<file path="src/rtl/imem_program_encoder_if.sv">
// Command stream and instruction-memory write port of the program encoder.
// The master side produces commands and acknowledges writes; the slave side is
// the encoder, which consumes commands and drives the memory write strobe.
interface imem_program_encoder_if #(
    parameter int unsigned ADDR_W = 8
);
    // Command channel
    logic              cmd_valid;
    logic              cmd_ready;
    logic [2:0]        cmd_op;
    logic [4:0]        cmd_rs;
    logic [4:0]        cmd_rt;
    logic [4:0]        cmd_rd;
    logic [5:0]        cmd_funct;
    logic [15:0]       cmd_imm;
    logic [25:0]       cmd_target;
    logic              cmd_last;

    // Instruction-memory write port
    logic              imem_we;
    logic              imem_ready;
    logic [ADDR_W-1:0] imem_addr;
    logic [31:0]       imem_wdata;

    modport master (
        output cmd_valid,
        output cmd_op,
        output cmd_rs,
        output cmd_rt,
        output cmd_rd,
        output cmd_funct,
        output cmd_imm,
        output cmd_target,
        output cmd_last,
        output imem_ready,
        input  cmd_ready,
        input  imem_we,
        input  imem_addr,
        input  imem_wdata
    );

    modport slave (
        input  cmd_valid,
        input  cmd_op,
        input  cmd_rs,
        input  cmd_rt,
        input  cmd_rd,
        input  cmd_funct,
        input  cmd_imm,
        input  cmd_target,
        input  cmd_last,
        input  imem_ready,
        output cmd_ready,
        output imem_we,
        output imem_addr,
        output imem_wdata
    );
endinterface

</file>
<file path="src/rtl/imem_program_encoder.sv">
// MIPS32 program loader: encodes instruction descriptors received over a
// valid/ready command stream and writes them to consecutive instruction-memory
// words. Reports sticky illegal-opcode and memory-overflow flags.
module imem_program_encoder #(
    parameter int unsigned ADDR_W     = 8,
    parameter int unsigned START_ADDR = 0
) (
    input  logic                  clk,
    input  logic                  reset_n,
    input  logic                  start,
    imem_program_encoder_if.slave bus,
    output logic                  busy,
    output logic                  done,
    output logic                  err_op,
    output logic                  overflow,
    output logic [ADDR_W:0]       word_count
);

    typedef enum logic [1:0] {
        StIdle,
        StAccept,
        StWrite,
        StDone
    } state_e;

    // Command opcodes
    localparam logic [2:0] OpR    = 3'd0;
    localparam logic [2:0] OpLw   = 3'd1;
    localparam logic [2:0] OpSw   = 3'd2;
    localparam logic [2:0] OpBeq  = 3'd3;
    localparam logic [2:0] OpAddi = 3'd4;
    localparam logic [2:0] OpJ    = 3'd5;

    // MIPS primary opcode fields
    localparam logic [5:0] MipsSpecial = 6'b000000;
    localparam logic [5:0] MipsLw      = 6'b100011;
    localparam logic [5:0] MipsSw      = 6'b101011;
    localparam logic [5:0] MipsBeq     = 6'b000100;
    localparam logic [5:0] MipsAddi    = 6'b001000;
    localparam logic [5:0] MipsJ       = 6'b000010;

    localparam logic [ADDR_W-1:0] StartAddr = ADDR_W'(START_ADDR);
    localparam logic [ADDR_W-1:0] LastAddr  = {ADDR_W{1'b1}};
    localparam logic [ADDR_W-1:0] AddrOne   = ADDR_W'(1);
    localparam logic [ADDR_W:0]   CountOne  = (ADDR_W + 1)'(1);

    state_e            state_q;
    logic [ADDR_W-1:0] addr_q;
    logic [31:0]       wdata_q;
    logic              last_q;
    logic [ADDR_W:0]   count_q;
    logic              err_q;
    logic              ovf_q;
    logic              cmd_ready_q;
    logic              we_q;
    logic              busy_q;
    logic              done_q;

    logic [31:0]       enc_word;
    logic              enc_legal;
    logic              cmd_fire;

    // Encode the command currently presented; shamt is always zero.
    always_comb begin
        enc_word  = 32'h0;
        enc_legal = 1'b1;
        case (bus.cmd_op)
            OpR: enc_word = {MipsSpecial, bus.cmd_rs, bus.cmd_rt, bus.cmd_rd, 5'b00000,
                             bus.cmd_funct};
            OpLw:   enc_word = {MipsLw, bus.cmd_rs, bus.cmd_rt, bus.cmd_imm};
            OpSw:   enc_word = {MipsSw, bus.cmd_rs, bus.cmd_rt, bus.cmd_imm};
            OpBeq:  enc_word = {MipsBeq, bus.cmd_rs, bus.cmd_rt, bus.cmd_imm};
            OpAddi: enc_word = {MipsAddi, bus.cmd_rs, bus.cmd_rt, bus.cmd_imm};
            OpJ:    enc_word = {MipsJ, bus.cmd_target};
            default: enc_legal = 1'b0;
        endcase
    end

    // cmd_ready_q is only ever set in ACCEPT, so this is the handshake.
    assign cmd_fire = bus.cmd_valid & cmd_ready_q;

    // Load sequencer; all outputs are registered and set alongside the transition.
    always_ff @(posedge clk or negedge reset_n) begin
        if (!reset_n) begin
            state_q     <= StIdle;
            addr_q      <= StartAddr;
            wdata_q     <= 32'h0;
            last_q      <= 1'b0;
            count_q     <= '0;
            err_q       <= 1'b0;
            ovf_q       <= 1'b0;
            cmd_ready_q <= 1'b0;
            we_q        <= 1'b0;
            busy_q      <= 1'b0;
            done_q      <= 1'b0;
        end else begin
            case (state_q)
                StIdle: begin
                    done_q <= 1'b0;
                    if (start) begin
                        addr_q      <= StartAddr;
                        count_q     <= '0;
                        err_q       <= 1'b0;
                        ovf_q       <= 1'b0;
                        cmd_ready_q <= 1'b1;
                        busy_q      <= 1'b1;
                        state_q     <= StAccept;
                    end
                end

                StAccept: begin
                    if (cmd_fire) begin
                        if (enc_legal) begin
                            wdata_q     <= enc_word;
                            last_q      <= bus.cmd_last;
                            cmd_ready_q <= 1'b0;
                            we_q        <= 1'b1;
                            state_q     <= StWrite;
                        end else begin
                            // Illegal command is dropped but may still end the program.
                            err_q <= 1'b1;
                            if (bus.cmd_last) begin
                                cmd_ready_q <= 1'b0;
                                done_q      <= 1'b1;
                                state_q     <= StDone;
                            end
                        end
                    end
                end

                StWrite: begin
                    if (bus.imem_ready) begin
                        count_q <= count_q + CountOne;
                        we_q    <= 1'b0;
                        if (last_q) begin
                            done_q  <= 1'b1;
                            state_q <= StDone;
                        end else if (addr_q == LastAddr) begin
                            // Memory is full and the program has not ended.
                            ovf_q   <= 1'b1;
                            done_q  <= 1'b1;
                            state_q <= StDone;
                        end else begin
                            addr_q      <= addr_q + AddrOne;
                            cmd_ready_q <= 1'b1;
                            state_q     <= StAccept;
                        end
                    end
                end

                StDone: begin
                    done_q  <= 1'b0;
                    busy_q  <= 1'b0;
                    state_q <= StIdle;
                end

                default: begin
                    cmd_ready_q <= 1'b0;
                    we_q        <= 1'b0;
                    busy_q      <= 1'b0;
                    done_q      <= 1'b0;
                    state_q     <= StIdle;
                end
            endcase
        end
    end

    assign bus.cmd_ready  = cmd_ready_q;
    assign bus.imem_we    = we_q;
    assign bus.imem_addr  = addr_q;
    assign bus.imem_wdata = wdata_q;
    assign busy           = busy_q;
    assign done           = done_q;
    assign err_op         = err_q;
    assign overflow       = ovf_q;
    assign word_count     = count_q;

endmodule

</file>
<file path="src/flat_wrapper.sv">
// flat-port wrapper written by rule: the top's interface ports become plain ports
module imem_program_encoder_flat 
#(
    parameter int unsigned ADDR_W     = 8,
    parameter int unsigned START_ADDR = 0
)
  (clk, reset_n, start, busy, done, err_op, overflow, word_count, bus_cmd_valid, bus_cmd_op, bus_cmd_rs, bus_cmd_rt, bus_cmd_rd, bus_cmd_funct, bus_cmd_imm, bus_cmd_target, bus_cmd_last, bus_imem_ready, bus_cmd_ready, bus_imem_we, bus_imem_addr, bus_imem_wdata);
  imem_program_encoder_if #(.ADDR_W(ADDR_W)) bus_i ();
  input  logic clk;
  input  logic reset_n;
  input  logic start;
  output logic busy;
  output logic done;
  output logic err_op;
  output logic overflow;
  output logic [ADDR_W:0] word_count;
  input wire logic [$bits(bus_i.cmd_valid)-1:0] bus_cmd_valid;
  input wire logic [$bits(bus_i.cmd_op)-1:0] bus_cmd_op;
  input wire logic [$bits(bus_i.cmd_rs)-1:0] bus_cmd_rs;
  input wire logic [$bits(bus_i.cmd_rt)-1:0] bus_cmd_rt;
  input wire logic [$bits(bus_i.cmd_rd)-1:0] bus_cmd_rd;
  input wire logic [$bits(bus_i.cmd_funct)-1:0] bus_cmd_funct;
  input wire logic [$bits(bus_i.cmd_imm)-1:0] bus_cmd_imm;
  input wire logic [$bits(bus_i.cmd_target)-1:0] bus_cmd_target;
  input wire logic [$bits(bus_i.cmd_last)-1:0] bus_cmd_last;
  input wire logic [$bits(bus_i.imem_ready)-1:0] bus_imem_ready;
  output wire logic [$bits(bus_i.cmd_ready)-1:0] bus_cmd_ready;
  output wire logic [$bits(bus_i.imem_we)-1:0] bus_imem_we;
  output wire logic [$bits(bus_i.imem_addr)-1:0] bus_imem_addr;
  output wire logic [$bits(bus_i.imem_wdata)-1:0] bus_imem_wdata;
  assign bus_i.cmd_valid = bus_cmd_valid;
  assign bus_i.cmd_op = bus_cmd_op;
  assign bus_i.cmd_rs = bus_cmd_rs;
  assign bus_i.cmd_rt = bus_cmd_rt;
  assign bus_i.cmd_rd = bus_cmd_rd;
  assign bus_i.cmd_funct = bus_cmd_funct;
  assign bus_i.cmd_imm = bus_cmd_imm;
  assign bus_i.cmd_target = bus_cmd_target;
  assign bus_i.cmd_last = bus_cmd_last;
  assign bus_i.imem_ready = bus_imem_ready;
  assign bus_cmd_ready = bus_i.cmd_ready;
  assign bus_imem_we = bus_i.imem_we;
  assign bus_imem_addr = bus_i.imem_addr;
  assign bus_imem_wdata = bus_i.imem_wdata;
  imem_program_encoder #(.ADDR_W(ADDR_W), .START_ADDR(START_ADDR)) u_core (.clk(clk), .reset_n(reset_n), .start(start), .bus(bus_i), .busy(busy), .done(done), .err_op(err_op), .overflow(overflow), .word_count(word_count));
endmodule
</file>
<file path="config.mk">
export PLATFORM = sky130hd
export DESIGN_NAME = imem_program_encoder_flat
export DESIGN_NICKNAME = d
export VERILOG_FILES = /design/src/rtl/imem_program_encoder_if.sv /design/src/rtl/imem_program_encoder.sv /design/src/flat_wrapper.sv
export SDC_FILE = /design/constraint.sdc
export NUM_CORES = 1
export LEC_CHECK = 0
export BUFFER_PORTS_ARGS = -buffer_cell sky130_fd_sc_hd__buf_2
export CAP_MARGIN = 30
export CORE_MARGIN = 2
export CORE_UTILIZATION = 40
export DETAILED_ROUTE_END_ITERATION = 8
export GPL_TIMING_DRIVEN = 0
export PLACE_DENSITY = 0.75
export SLEW_MARGIN = 25
export SYNTH_ARGS = -nofsm -noshare
export SYNTH_HDL_FRONTEND = slang
export SYNTH_SLANG_ARGS = --single-unit
</file>
<file path="constraint.sdc">
create_clock -name clk -period 2.8 [get_ports clk]
set_clock_uncertainty 0.2 [all_clocks]
set_input_delay 0.14 -clock clk [delete_from_list [all_inputs] [get_ports clk]]
set_output_delay 0.14 -clock clk [all_outputs]
set_load 0.02 [all_outputs]
</file>
* After elaboration in Yosys (flattened, before gate mapping)
Cells that the tools add are included.
Storage, ports and cells: register bits after elaboration 58, latch bits 0, RAM bits 0, ROM bits 0, input bits 72, output and inout bits 55, logic and storage cells 98, memories kept 0
Operators by class: add/subtract/negate cells 2, multiply operators 0, div/mod/pow operators 0, order comparisons 0, equal/unequal tests 20, shifts and indexed selects 0, multiplexer cells 45, bitwise logic cells 1, reductions and logical operators 19
Operators with widths (count):
- $pmux W32 S6 | 1
- $mux W8 | 4
- $mux W1 | 22
- $mux W9 | 2
- $pmux W9 S2 | 1
- $pmux W8 S2 | 1
- $reduce_and A5 Y1 | 3
- $mux W2 | 7
- $ne A2 B2 Y1 const B | 6
- $reduce_and A4 Y1 | 3
- $add A9 B1 Y9 const B | 1
- $add A8 B1 Y8 const B | 1
- $eq A8 B8 Y1 const B | 1
- $pmux W1 S2 | 4
- $pmux W2 S4 | 1
- $reduce_bool A2 Y1 | 4
- $reduce_and A7 Y1 | 1
- $eq A3 B2 Y1 const B | 2
- $eq A3 B3 Y1 const B | 2
- $ne A2 B1 Y1 const B | 3
- $pmux W1 S3 | 2
- $reduce_and A3 Y1 | 2
- $reduce_or A6 Y1 | 1
- $eq A2 B2 Y1 const B | 2
- 10 further kinds | 10

* Logic depth before layout (Yosys ltp)
Gate-level depths: netlist of run 1.
word-level depth 6, depth in mapped cells 9, mapped depth without buffers 6

* Least setup slack after synthesis of run 1
No wires, ideal clock.
kind register to register, from reg u_core.addr_q[0], in the netlist u_core.bus.imem_addr[0], to reg u_core.done_q, in the netlist u_core.done, library setup time 128 ps, arrival time 1745 ps, data required time 2472 ps, path slack 727 ps, stages on the path, launching flop included 7, buffers on the path 1, period minus slack after synthesis 2073 ps, cells stage by stage dfrtp_1 ha_1 and3_1 buf_6 a21oi_1 a221oi_1 mux2_1
On the way: longest elaborated chain between the ends 3
RTL lines:
- from (decl) | line imem_program_encoder.sv:48 | logic [ADDR_W-1:0] addr_q;
- from (signal assigned) | line imem_program_encoder.sv:86 | addr_q <= StartAddr;
- from (signal assigned) | line imem_program_encoder.sv:101 | addr_q <= StartAddr;
- from (signal assigned) | line imem_program_encoder.sv:144 | addr_q <= addr_q + AddrOne;
- $eq A8 B8 Y1 | line imem_program_encoder.sv:138 | end else if (addr_q == LastAddr) begin
- $ne A3 B1 Y1 (no line)
- $reduce_and A5 Y1 (no line)
- to (signal assigned) | line imem_program_encoder.sv:136 | done_q <= 1'b1;
- to (signal assigned) | line imem_program_encoder.sv:141 | done_q <= 1'b1;
- to (signal assigned) | line imem_program_encoder.sv:152 | done_q <= 1'b0;
- to (decl) | line imem_program_encoder.sv:57 | logic done_q;
Every way passes these cells. A chain may end at the register's enable or synchronous reset.

* Worst setup path after layout of run 1
from reg u_core.state_q[0], to reg u_core.state_q[1]
On the way: longest elaborated chain between the ends 3, elaborated cells between the ends (all ways) 10, classes of those cells eq/ne (7); mux (1); reduce/logical (2)
RTL lines:
- from (decl) | line imem_program_encoder.sv:47 | state_e state_q;
- from (signal assigned) | line imem_program_encoder.sv:85 | state_q <= StIdle;
- from (signal assigned) | line imem_program_encoder.sv:107 | state_q <= StAccept;
- from (signal assigned) | line imem_program_encoder.sv:118 | state_q <= StWrite;
- $eq A2 B1 Y1, or another cell as far along | line imem_program_encoder.sv:97 | case (state_q)
- $ne A3 B2 Y1 (no line), or another cell as far along
- $reduce_and A4 Y1 (no line)
Parallel ways exist; a longest one is shown, timed or not.

==> metrics.md, run 1 <==
| Metric | Value |
|---|---|
| Post-DR wirelength/cell | 15.4 microns |
| Util after Layout | 55.8% |
| Row count | 33 |
| Post-route non-filler standard cell count | 629 |
| Post-synthesis register bit count | 56 |
| Least-Margin Pin Slew | 0.707 ns |
| Most common cell after layout, fill and taps aside | buf_2 |
| Final Setup Violations | 0 |
| Fin nets | 602 |
| Tot GR Track Use | 21.8% |
| CP Data Arrival Time | 2.34 ns |
| Post-route cell area | 0.00451 sq mm |
| Fin crit share | 82.0% |
| Via/cell ratio | 5.41 |
| Number of I/O pins | 127 |
| P_leak | 2.20 nW |
| Post-synth ARST share | 100% |
| Fillers | 753 |
| First-pass GRT wire length | 15600 microns |
| Fmax | 435 MHz |
| Total CTS buffers | 5 |
| Cells after DPL | 587 |
| Residual DRC | 0 |
| Synthesized area | 0.00330 sq mm |
| Die Wd | 94.9 microns |
| Synth warn | 0 |
| Pin count of the biggest net entering global routing | 57 |
| Chip height | 94.9 microns |
| Worst VDD drop | 0.357 mV |
| Setup CP Type | reg -> reg |
| Initial DRC Count | 95 |
| Total grt overflow | 0 |
| Pre-antenna DRT Iters | 4 |
| Slew margin rel. | 52.8% |
| Via count | 3401 |
| Routed wire length | 9690 microns |
| TritonCTS clock tree | built |
| Fraction of layout cells with a size suffix above 1 | 31.7% |
| Post-DP Area | 0.00405 sq mm |
| Initial antenna violation count | 0 |
| Gate Count Post-Synth | 360 |
| H-tree Lvls | 2 |
| Hold Fails Final Rpt | 0 |
| Slew Limit Fails | 0 |
| RSZ-0062 raised after global routing | false |
| Starting Density | 40.8% |
| R2R depth | 7 |
| Sequential fraction of the synthesis area | 42.4% |
| Hpwl dp | 6860 microns |
| Clock tree buffer depth | 2 |
| Design Power | 3.65 mW |
| Mapped Nets | 439 |
| Clk_lat worst skew | 0.31 ns |
| Top fanout value on the critical path | 10 |
| Detail Route Antenna Nets | 0 |
| Area delta synth->final | 36.7% |
| CTS sink cnt | 56 |
| Critical Path Start Type | register |
| Pwr Density | 809 mW/mm^2 |
| Port Buf Inserts | 122 |
| Hold Path Class | in -> reg |
| Required @ worst endpoint | 2.84 ns |
| Number of global-route vias before repair | 3391 |
| Crit end category | register |
| Core region area | 0.00809 sq mm |
| Post-synth EDFFs | 0 |
| Post-synth cell types | 57 |
| Mean Syn Cell Area | 9.17 sq um |
| Outcome | finished clean |
| # diodes | 0 |
| Clock transition time at the flip-flop clock pins of the worst setup and hold paths | 0.10 ns |
| Gpl congestion | 0.859 |
| Setup TNS | 0 ns |
| Die ar. | 0.00900 sq mm |
| Main synth FF type | dfrtp_1 |
| Max_cap viols | 0 |
| Worst hold stages | 5 |
| Commonest cells after routing, fill and taps aside | buf_2, nand2_1, dfrtp_1, o21ai_0, dlygate4sd3_1 |
| Clock root cell | clkbuf_8 |
| Final min period | 2.30 ns |
where the power goes:
part | internal, mW | total (mW) | switching [mW]
Clock | 0.316 | 0.581 | 0.265
Sequential | 1.10 | 1.29 | 0.191
Combinational | 0.644 | 1.78 | 1.14
Total | 2.06 | 3.65 | 1.59
critical path, stage by stage, from the launching register on:
cell and delay [ns]:
dfrtp_1 0.41, inv_1 0.14, ha_1 0.16, clkbuf_2 0.19, clkbuf_1 0.36, clkbuf_1 0.46, a211oi_1 0.15, a21oi_1 0.14
final cells by class:
class	count	area (sq um)	area share, %
buffer	30	145	3.22
inverter	5	18.8	0.416
tap	105	131	2.91
timing repair buffer	156	953	21.1
clock buffer	7	96.3	2.13
multi-input combinational	269	1740	38.5
clock inverter	1	30.0	0.665
sequential	56	1400	31.1
cells in the mapped netlist, drive strengths merged (2+ instances only):
cell type	n	area share, %
a211o	5	1.4
a211oi	3	0.68
a21o	2	0.68
a21oi	9	1.4
a221o	2	0.61
a22o	3	0.80
a22oi	10	2.3
a31oi	2	0.38
a32oi	5	1.3
and3	5	0.95
buf	16	2.8
clkbuf	14	1.6
dfrtp	56	42
ha	7	2.7
inv	5	0.57
mux2	13	4.4
mux2i	3	0.91
nand2	66	7.5
nand2b	7	1.3
nand3	10	1.5
nand3b	14	3.2
nand4b	3	0.80
nor2	5	0.57
nor2b	12	2.3
nor3	4	0.61
nor3b	2	0.45
nor4	2	0.38
nor4bb	2	0.61
o211ai	2	0.61
o21ai	34	5.2
o221ai	11	2.9
o22a	2	0.53
o22ai	2	0.38
o31ai	2	0.45
or2	4	0.76
or3	2	0.38
xnor2	2	0.53
registers in the layout (all words and copies together) (netlist names):
| name | cells |
|---|---|
| u_core.state_q | 2 |
| u_core.busy | 1 |
| u_core.bus.imem_wdata | 30 |
| u_core.bus.imem_addr | 8 |
| u_core.last_q | 1 |
| u_core.word_count | 9 |
| u_core.bus.imem_we | 1 |
| u_core.bus.cmd_ready | 1 |
| u_core.err_op | 1 |
| u_core.overflow | 1 |
| u_core.done | 1 |
path summary, 6_finish.rpt:
check,slack (ns),from,endpoint
setup / recovery,0.50,u_core.state_q[0],u_core.state_q[1]
hold / removal,0.01,bus_cmd_target[5],u_core.bus.imem_wdata[5]
setup reg to reg,0.50,u_core.state_q[0],u_core.state_q[1]
max in group asynchronous,1.71,reset_n,u_core.bus.imem_wdata[19]
hold reg to reg,0.28,u_core.bus.imem_wdata[14],u_core.bus.imem_wdata[14]
min in group asynchronous,0.21,reset_n,u_core.word_count[6]
metal layers:
| metal | GRT usage [%] | vias up | routed length (microns) | part of all wire [%] |
|---|---|---|---|---|
| met1 | 25.6 | 1609 | 3990 | 41 |
| met2 | 37.9 | 123 | 4850 | 50 |
| met4 | 8.33 | 0 | 253 | 2.6 |
| li1 | - | 1641 | - | - |
| met5 | 0 | - | 0 | 0 |
| met3 | 5.67 | 28 | 601 | 6.2 |
logic make-up (layout without fill, tap and decap cells):
family          Yosys count  after routing  share of synthesized area, %
other cells               1              1                         0.114
compound gates          101            101                          21.5
fa+ha+maj                 7              7                          2.65
flops                    56             56                          42.4
xor+xnor                  2              2                         0.531
buf+inv                  35            199                          4.96
mux                      16             16                          5.34
simple gates            142            142                          22.4
repair_timing:
item,CTS,global route
setup buffers,0,0
hold endpoints to repair,75,0
gates resized for setup,0,0
hold buffers,34,0
stage by stage:
stage	setup slack [ns]	hold slack (ns)
2_1_floorplan	0.727	-0.356
3_3_place_gp	0.591	0.222
3_5_place_dp	0.525	0.0369
4_1_cts	0.497	0.00220
5_1_grt	0.305	0.0573
6_report	0.503	0.0134
(Power assumes the default switching activity.)
==> inputs of run 2 (changes only) <==
--- a/config.mk
+++ b/config.mk
@@ -5,13 +5,14 @@
 export SDC_FILE = /design/constraint.sdc
 export NUM_CORES = 1
 export LEC_CHECK = 0
+export ABC_AREA = 1
 export BUFFER_PORTS_ARGS = -buffer_cell sky130_fd_sc_hd__buf_2
 export CAP_MARGIN = 30
 export CORE_MARGIN = 2
 export CORE_UTILIZATION = 40
 export DETAILED_ROUTE_END_ITERATION = 8
 export GPL_TIMING_DRIVEN = 0
-export PLACE_DENSITY = 0.75
+export PLACE_DENSITY = 0.79
 export SLEW_MARGIN = 25
 export SYNTH_ARGS = -nofsm -noshare
 export SYNTH_HDL_FRONTEND = slang
==> constraint.sdc (replaced) <==
create_clock -name clk -period 1.85 [get_ports clk]
set_clock_uncertainty 0.2 [all_clocks]
set_input_delay 0.0925 -clock clk [delete_from_list [all_inputs] [get_ports clk]]
set_output_delay 0.0925 -clock clk [all_outputs]
set_load 0.02 [all_outputs]
==> metrics.md, run 2 <==
| Metric | Value |
|---|---|
| Outcome | finished clean |
| Port Buf Inserts | 125 (+2.5%) |
| Initial DRC Count | 289 (+200%) |
| Max stage delay on crit path | 0.56 ns (+0.10 ns) |
| Tot GR Track Use | 24.7% (+2.9 points) |
| Util after Layout | 63.7% (+8.0 points) |
| Total grt overflow | 0 (unchanged) |
| Mean Syn Cell Area | 7.58 sq um (-17%) |
| Commonest cells after routing, fill and taps aside | buf_2, nand2_1, dlygate4sd3_1, dfrtp_1, nor2_1 |
| First-pass GRT wire length | 16800 microns (+7.5%) |
| TritonCTS clock tree | built |
| Post-DR wirelength/cell | 15.0 microns (-2.4%) |
| Routed wire length | 10900 microns (+13%) |
| Fin nets | 700 (+16%) |
| Post-route cell area | 0.00487 sq mm (+8.0%) |
| Area leader, netlist | dfrtp_1 |
| Pwr Density | 1270 mW/mm^2 (+57%) |
| Via/cell ratio | 5.14 (-4.9%) |
| CP Data Arrival Time | 1.83 ns (-0.51 ns) |
| Post-synth ARST share | 100% (unchanged) |
| Row count | 32 (-3.0%) |
| Leading cell types by total area after synthesis | dfrtp_1, nand2_1, nor2_1 |
| Initial antenna violation count | 1 (+1) |
| Hpwl dp | 6280 microns (-8.4%) |
| RSZ-0062 raised after global routing | true |
| Number of global-route vias before repair | 3631 (+7.1%) |
| Pin count of the biggest net entering global routing | 57 (unchanged) |
| Design Power | 6.20 mW (+70%) |
| Post-synth EDFFs | 0 (unchanged) |
| Slew Limit Fails | 0 (unchanged) |
| Post-synthesis register bit count | 56 (unchanged) |
| Clk_lat worst skew | 0.30 ns (about the same) |
| Clock root cell | clkbuf_8 |
| Max reg flops | 30 (unchanged) |
| Die Wd | 92.4 microns (-2.6%) |
| Gpl congestion | 0.850 (-1.0%) |
| Core region area | 0.00765 sq mm (-5.5%) |
| Pre-antenna DRT Iters | 5 (+1) |
| Clock tree buffer depth | 2 (unchanged) |
| WHS | 0.0146 ns (+0.00122 ns) |
| Area delta synth->final | 56.1% |
| Slew margin rel. | 51.3% (-1.6 points) |
| Synth top cells by count | nand2_1, dfrtp_1, nor2_1, nand3_1, a21oi_1 |
| Final Setup Violations | 0 (unchanged) |
| Starting Density | 40.8% (about the same) |
| CTS sink cnt | 56 (unchanged) |
| Top fanout value on the critical path | 10 (unchanged) |
| Final min period | 1.81 ns |
| Chip height | 92.4 microns (-2.6%) |
| Via count | 3727 (+9.6%) |
| H-tree Lvls | 2 (unchanged) |
| Synth warn | 0 (unchanged) |
| Setup CP Type | in -> reg |
| Critical Path Start Type | primary input |
| Clock transition time at the flip-flop clock pins of the worst setup and hold paths | 0.10 ns (about the same) |
| Die ar. | 0.00853 sq mm (-5.2%) |
| Fmax | 553 MHz |
| Mapped Nets | 491 (+12%) |
| Hold Fails Final Rpt | 0 (unchanged) |
| Post-synth cell types | 35 (-39%) |
| Sequential fraction of the synthesis area | 44.9% (+2.4 points) |
| Main synth FF type | dfrtp_1 |
| Most common cell after layout, fill and taps aside | buf_2 |
| Residual DRC | 0 (unchanged) |
| Max_cap viols | 0 (unchanged) |
| Least-Margin Pin Slew | 0.731 ns (+0.0239 ns) |
| Gate Count Post-Synth | 412 (+14%) |
| Worst path slowest cell | dlygate4sd3_1 |
| P_leak | 2.41 nW (+9.5%) |
| Fraction of layout cells with a size suffix above 1 | 31.7% (about the same) |
| CP Cell Sequence | dlygate4sd3_1, buf_2, inv_2, nand2_1, nor2_4, buf_2, a21oi_1, a21oi_1 |
| Most frequent cell after synthesis | nand2_1 |
| Fin crit share | 97.7% |
| Top-area cell type share of the netlist area | 44.9% (+2.4 points) |
| Detail Route Antenna Nets | 0 (unchanged) |
| Required @ worst endpoint | 1.88 ns (-0.96 ns) |
| Post-DP Area | 0.00388 sq mm (-4.1%) |
| Synthesized area | 0.00312 sq mm (-5.4%) |
| Hold Path Class | in -> reg |
| Worst VDD drop | 0.602 mV (+69%) |
| Crit end category | register |
| Number of I/O pins | 127 (unchanged) |
| Total CTS buffers | 5 (unchanged) |
==> run 2: changes by cell type after synthesis, sizes merged, moves of 7 or more <==
cell	previous run	this run
a21oi	9	33
a22oi	10	0
a31oi	2	13
clkbuf	14	3
inv	5	34
mux2	13	0
nand2	66	109
nand2b	7	0
nand3	10	35
nand3b	14	1
nor2	5	53
nor2b	12	0
o221ai	11	0
==> run 2: report_power, final <==
part           switching, mW  leakage, nW  internal, mW
combinational           2.06         1.67          1.34
sequential             0.307        0.693          1.70
clock                  0.398       0.0552         0.403
total                   2.76         2.41          3.43
==> run 2: logic make-up (layout without fill, tap and decap cells) <==
kind of cell / after synthesis / in the layout / share of synthesized area, %
DFF: 56 / 56 / 44.9
buffers and inverters: 53 / 263 / 8.01
xor gates and xnor gates: 1 / 1 / 0.280
and+or+nand+nor: 210 / 210 / 28.7
adders and majority gates: 7 / 7 / 2.80
AOI/OAI and AO/OA: 84 / 84 / 15.2
other: 1 / 2 / 0.120
==> run 2: layout make-up <==
cell class                 instances  area [sq um]
fill                             625          2770
multi-input combinational        303          1580
sequential                        56          1400
timing repair buffer             203          1390
inverter                          35           139
buffer                            17           133
tap                              102           128
clock buffer                       6          72.6
clock inverter                     2          35.0
antenna                            1          2.50
==> run 2: what timing repair did <==
action | 4_1_cts | 5_1_grt
setup buffers | 7 | 4
endpoints found under the hold margin | 87 | 2
resized for setup | 10 | 34
hold buffers | 65 | 1
endpoints found under the setup margin | 48 | 46
pin swaps | 2 | 7
gates cloned | 0 | 1
==> run 2: final timing paths <==
path	start	endpoint	slack [ns]	depth (start not counted)
worst min-delay path	bus_cmd_funct[1]	u_core.bus.imem_wdata[1]	0.01	4
worst max register to register	u_core.state_q[0]	u_core.bus.imem_addr[7]	0.05	10
min in group asynchronous	reset_n	u_core.bus.imem_wdata[18]	0.17	2
worst min register to register	u_core.done	u_core.done	0.29	2
worst max-delay path	bus_cmd_op[1]	u_core.bus.imem_wdata[0]	0.04	8
max in group asynchronous	reset_n	u_core.state_q[1]	0.74	2
==> run 2: stage by stage <==
step	TNS (ns)	std cells	setup slack [ns]
2_1_floorplan	0	412	0.0227
3_3_place_gp	-1.69	639	-0.146
3_5_place_dp	-2.84	639	-0.160
4_1_cts	0	719	0.00381
5_1_grt	-0.148	725	-0.0280
6_report	0	725	0.0427
==> run 2: critical path, delay by kind of cell <==
| kind | cells | cell delay, ns |
|---|---|---|
| buffers and inverters | 4 | 1.11 |
| AND/OR/NAND/NOR | 2 | 0.33 |
| AO/OA/AOI/OAI | 2 | 0.30 |
==> run 2: metal layers <==
| metal | track usage [%] | vias to the layer above | wire, microns |
|---|---|---|---|
| li1 | - | 1768 | - |
| met1 | 28.7 | 1713 | 4200 |
| met2 | 41.9 | 179 | 5380 |
| met3 | 4.07 | 67 | 589 |
| met4 | 16.0 | 0 | 733 |
| met5 | 0 | - | 0 |
==> inputs of run 3 (changes only) <==
--- a/config.mk
+++ b/config.mk
@@ -9,11 +9,12 @@
 export BUFFER_PORTS_ARGS = -buffer_cell sky130_fd_sc_hd__buf_2
 export CAP_MARGIN = 30
 export CORE_MARGIN = 2
-export CORE_UTILIZATION = 40
+export CORE_UTILIZATION = 31
 export DETAILED_ROUTE_END_ITERATION = 8
 export GPL_TIMING_DRIVEN = 0
-export PLACE_DENSITY = 0.79
+export PLACE_DENSITY = 0.66
 export SLEW_MARGIN = 25
 export SYNTH_ARGS = -nofsm -noshare
 export SYNTH_HDL_FRONTEND = slang
 export SYNTH_SLANG_ARGS = --single-unit
+export TNS_END_PERCENT = 30
==> metrics.md, run 3 (same netlist as run 2, synthesis figures left out) <==
| Metric | Value |
|---|---|
| RSZ-0062 raised after global routing | true |
| Top fanout value on the critical path | 5 (-5) |
| Wl on met1 | 4310 microns (+2.6%) |
| Port Buf Inserts | 125 (unchanged) |
| Number of I/O pins | 127 (unchanged) |
| TritonCTS clock tree | built |
| DR WL met2 | 5350 microns (-0.65%) |
| Fraction of layout cells with a size suffix above 1 | 31.3% (-0.41 points) |
| Max layer used | met4 |
| Setup ws final | -0.00259 ns (-0.0452 ns) |
| Via/cell ratio | 4.85 (-5.7%) |
| Post-DR wirelength/cell | 14.1 microns (-6.3%) |
| Core region area | 0.00977 sq mm (+28%) |
| Pre-antenna DRT Iters | 5 (unchanged) |
| WHS | -0.0268 ns (-0.0414 ns) |
| Total CTS buffers | 5 (unchanged) |
| Number of global-route vias before repair | 3535 (-2.6%) |
| CP Buf/Inv Count | 5 (+1) |
| R2r endpoint | u_core.bus.imem_addr[2] |
| Design Power | 6.25 mW (+0.80%) |
| CP Data Arrival Time | 1.85 ns (+0.02 ns) |
| Hold Fails Final Rpt | 2 (+2) |
| Die ar. | 0.0109 sq mm (+28%) |
| Critical Path Start Type | register |
| Fin nets | 705 (+0.71%) |
| Fmax | 540 MHz (-2.4%) |
| Clock tree buffer depth | 2 (unchanged) |
| Fin crit share | 100% (+2.4 points) |
| Max_cap viols | 0 (unchanged) |
| Required @ worst endpoint | 1.85 ns (-0.03 ns) |
| Hold Path Sink | u_core.busy |
| Row count | 36 (+13%) |
| R2R depth | 11 (+1) |
| Max stage delay on crit path | 0.41 ns (-0.15 ns) |
| Worst r2r src | u_core.state_q[0] |
| Hold Startpoint | start |
| Worst VDD drop | 0.544 mV (-9.7%) |
| Violated checks | negative hold slack, negative setup slack |
| Final min period | 1.85 ns (+0.0452 ns) |
| Final Setup Violations | 1 (+1) |
| Setup CP Type | reg -> reg |
| Worst path slowest cell | dfrtp_1 |
| Initial antenna violation count | 1 (unchanged) |
| P_leak | 2.44 nW (+1.2%) |
| Detail Route Antenna Nets | 0 (unchanged) |
| Area delta synth->final | 58.9% |
| CP delay by family, top | buffers and inverters |
| Commonest cells after routing, fill and taps aside | buf_2, nand2_1, dlygate4sd3_1, dfrtp_1, nor2_1 |
| Pwr Density | 1260 mW/mm^2 (-0.98%) |
| CTS sink cnt | 56 (unchanged) |
| Initial DRC Count | 245 (-15%) |
| Post-route cell area | 0.00496 sq mm (+1.8%) |
| Tot GR Track Use | 18.4% (-6.2 points) |
| Met3 wire len | 564 microns (-4.2%) |
| Least-Margin Pin Slew | 0.748 ns (+0.0164 ns) |
| Max reg flops | 30 (unchanged) |
| Total grt overflow | 0 (unchanged) |
| Hpwl dp | 6680 microns (+6.3%) |
| Outcome | finished, violations left |
| Via count | 3690 (-0.99%) |
| H-tree Lvls | 2 (unchanged) |
| Post-DP Area | 0.00392 sq mm (+1.0%) |
| R2r setup slk | -0.003 ns (-0.05 ns) |
| Worst hold stages | 5 (+1) |
| Crit end category | register |
| CP Cell Sequence | inv_2, ha_2, buf_6, inv_4, o21ai_4, nand2_4, inv_4, nand3_4, buf_6, nand2_1, o21ai_2 |
| Clk_lat worst skew | 0.31 ns (about the same) |
| Gpl congestion | 0.839 (-1.2%) |
| Residual DRC | 0 (unchanged) |
| Clock transition time at the flip-flop clock pins of the worst setup and hold paths | 0.11 ns (about the same) |
| Clock root cell | clkbuf_8 |
| Die Wd | 104 microns (+13%) |
| Slew margin rel. | 50.2% (-1.1 points) |
| Starting Density | 32.0% (-8.9 points) |
| Most common cell after layout, fill and taps aside | buf_2 |
| Slew Limit Fails | 0 (unchanged) |
| Hold Path Class | in -> reg |
| Chip height | 104 microns (+13%) |
| Pin count of the biggest net entering global routing | 57 (unchanged) |
| First-pass GRT wire length | 16500 microns (-1.8%) |
| Routed wire length | 10700 microns (-1.6%) |
==> run 3: changes by cell type in the layout (fill, tap and decap cells not counted), moves of 2 or more <==
| cell | previous run | this run |
|---|---|---|
| a21oi_2 | 1 | 4 |
| dfrtp_2 | 2 | 0 |
| dfrtp_1 | 54 | 56 |
| clkbuf_1 | 4 | 2 |
| nand2_2 | 7 | 3 |
| dlygate4sd3_1 | 66 | 68 |
| a21oi_1 | 32 | 29 |
| clkbuf_8 | 5 | 7 |
| nand2_1 | 100 | 105 |
| buf_4 | 14 | 16 |
==> run 3: worst max path at each step <==
| stage | startpoint | to | slack (ns) | depth (start not counted) |
|---|---|---|---|---|
| after floorplan | u_core.state_q[0] | u_core.bus.imem_addr[2] | 0.02 | 11 |
| after global placement | u_core.state_q[0] | u_core.bus.imem_addr[2] | -0.16 | 11 |
| after detailed placement | u_core.state_q[0] | u_core.bus.imem_addr[2] | -0.17 | 11 |
| after CTS | u_core.state_q[0] | u_core.bus.imem_addr[0] | 0.02 | 9 |
| after global routing | u_core.state_q[1] | u_core.done | -0.07 | 8 |
| final | u_core.state_q[0] | u_core.bus.imem_addr[2] | -0.003 | 11 |
==> run 3: what timing repair did <==
| action | 4_1_cts | 5_1_grt |
|---|---|---|
| endpoints found under the hold margin | 87 | 0 |
| setup endpoints to repair | 48 | 47 |
| hold buffers | 68 | 0 |
| setup buffers | 7 | 5 |
| resized for setup | 12 | 25 |
| cloned | 0 | 2 |
| pin swaps | 3 | 2 |
==> run 3: final cells by class <==
type / instances / area [sq um]
Clock buffer: 7 / 96.3
Buffer: 18 / 145
Tap cell: 133 / 166
Fill cell: 897 / 4810
Inverter: 35 / 136
Multi-Input combinational cell: 303 / 1550
Sequential cell: 56 / 1400
Timing Repair Buffer: 207 / 1430
Clock inverter: 1 / 30.0
Antenna cell: 1 / 2.50
==> run 3: layer usage <==
layer / up-vias / global-route usage [%]
met3: 47 / 2.94
met4: 0 / 10.1
met2: 160 / 32.2
li1: 1780 / -
met5: - / 0
met1: 1703 / 21.5
==> run 3: metrics by stage <==
stage	cells	util (%)	setup TNS (ns)	setup WS, ns
floorplan	412	-	0	0.0227
global placement	670	40.1	-2.33	-0.163
detailed placement	670	40.1	-3.01	-0.174
CTS	753	49.4	0	0.0166
global route	761	50.8	-1.03	-0.0720
finish	761	50.8	-0.00259	-0.00259
==> run 3: worst reg2reg max path: stages (launching register included) <==
cell     delay [ns]
dfrtp_1        0.41
inv_2          0.08
ha_2           0.20
buf_6          0.13
inv_4          0.05
o21ai_4        0.17
nand2_4        0.09
inv_4          0.08
nand3_4        0.08
buf_6          0.15
nand2_1        0.07
o21ai_2        0.05
==> run 3: where the power goes <==
group          leakage (nW)  total, mW  switching (mW)  internal (mW)
logic                  1.68       3.39            2.02           1.37
registers             0.695       1.97           0.280           1.69
clock network        0.0645      0.889           0.410          0.479
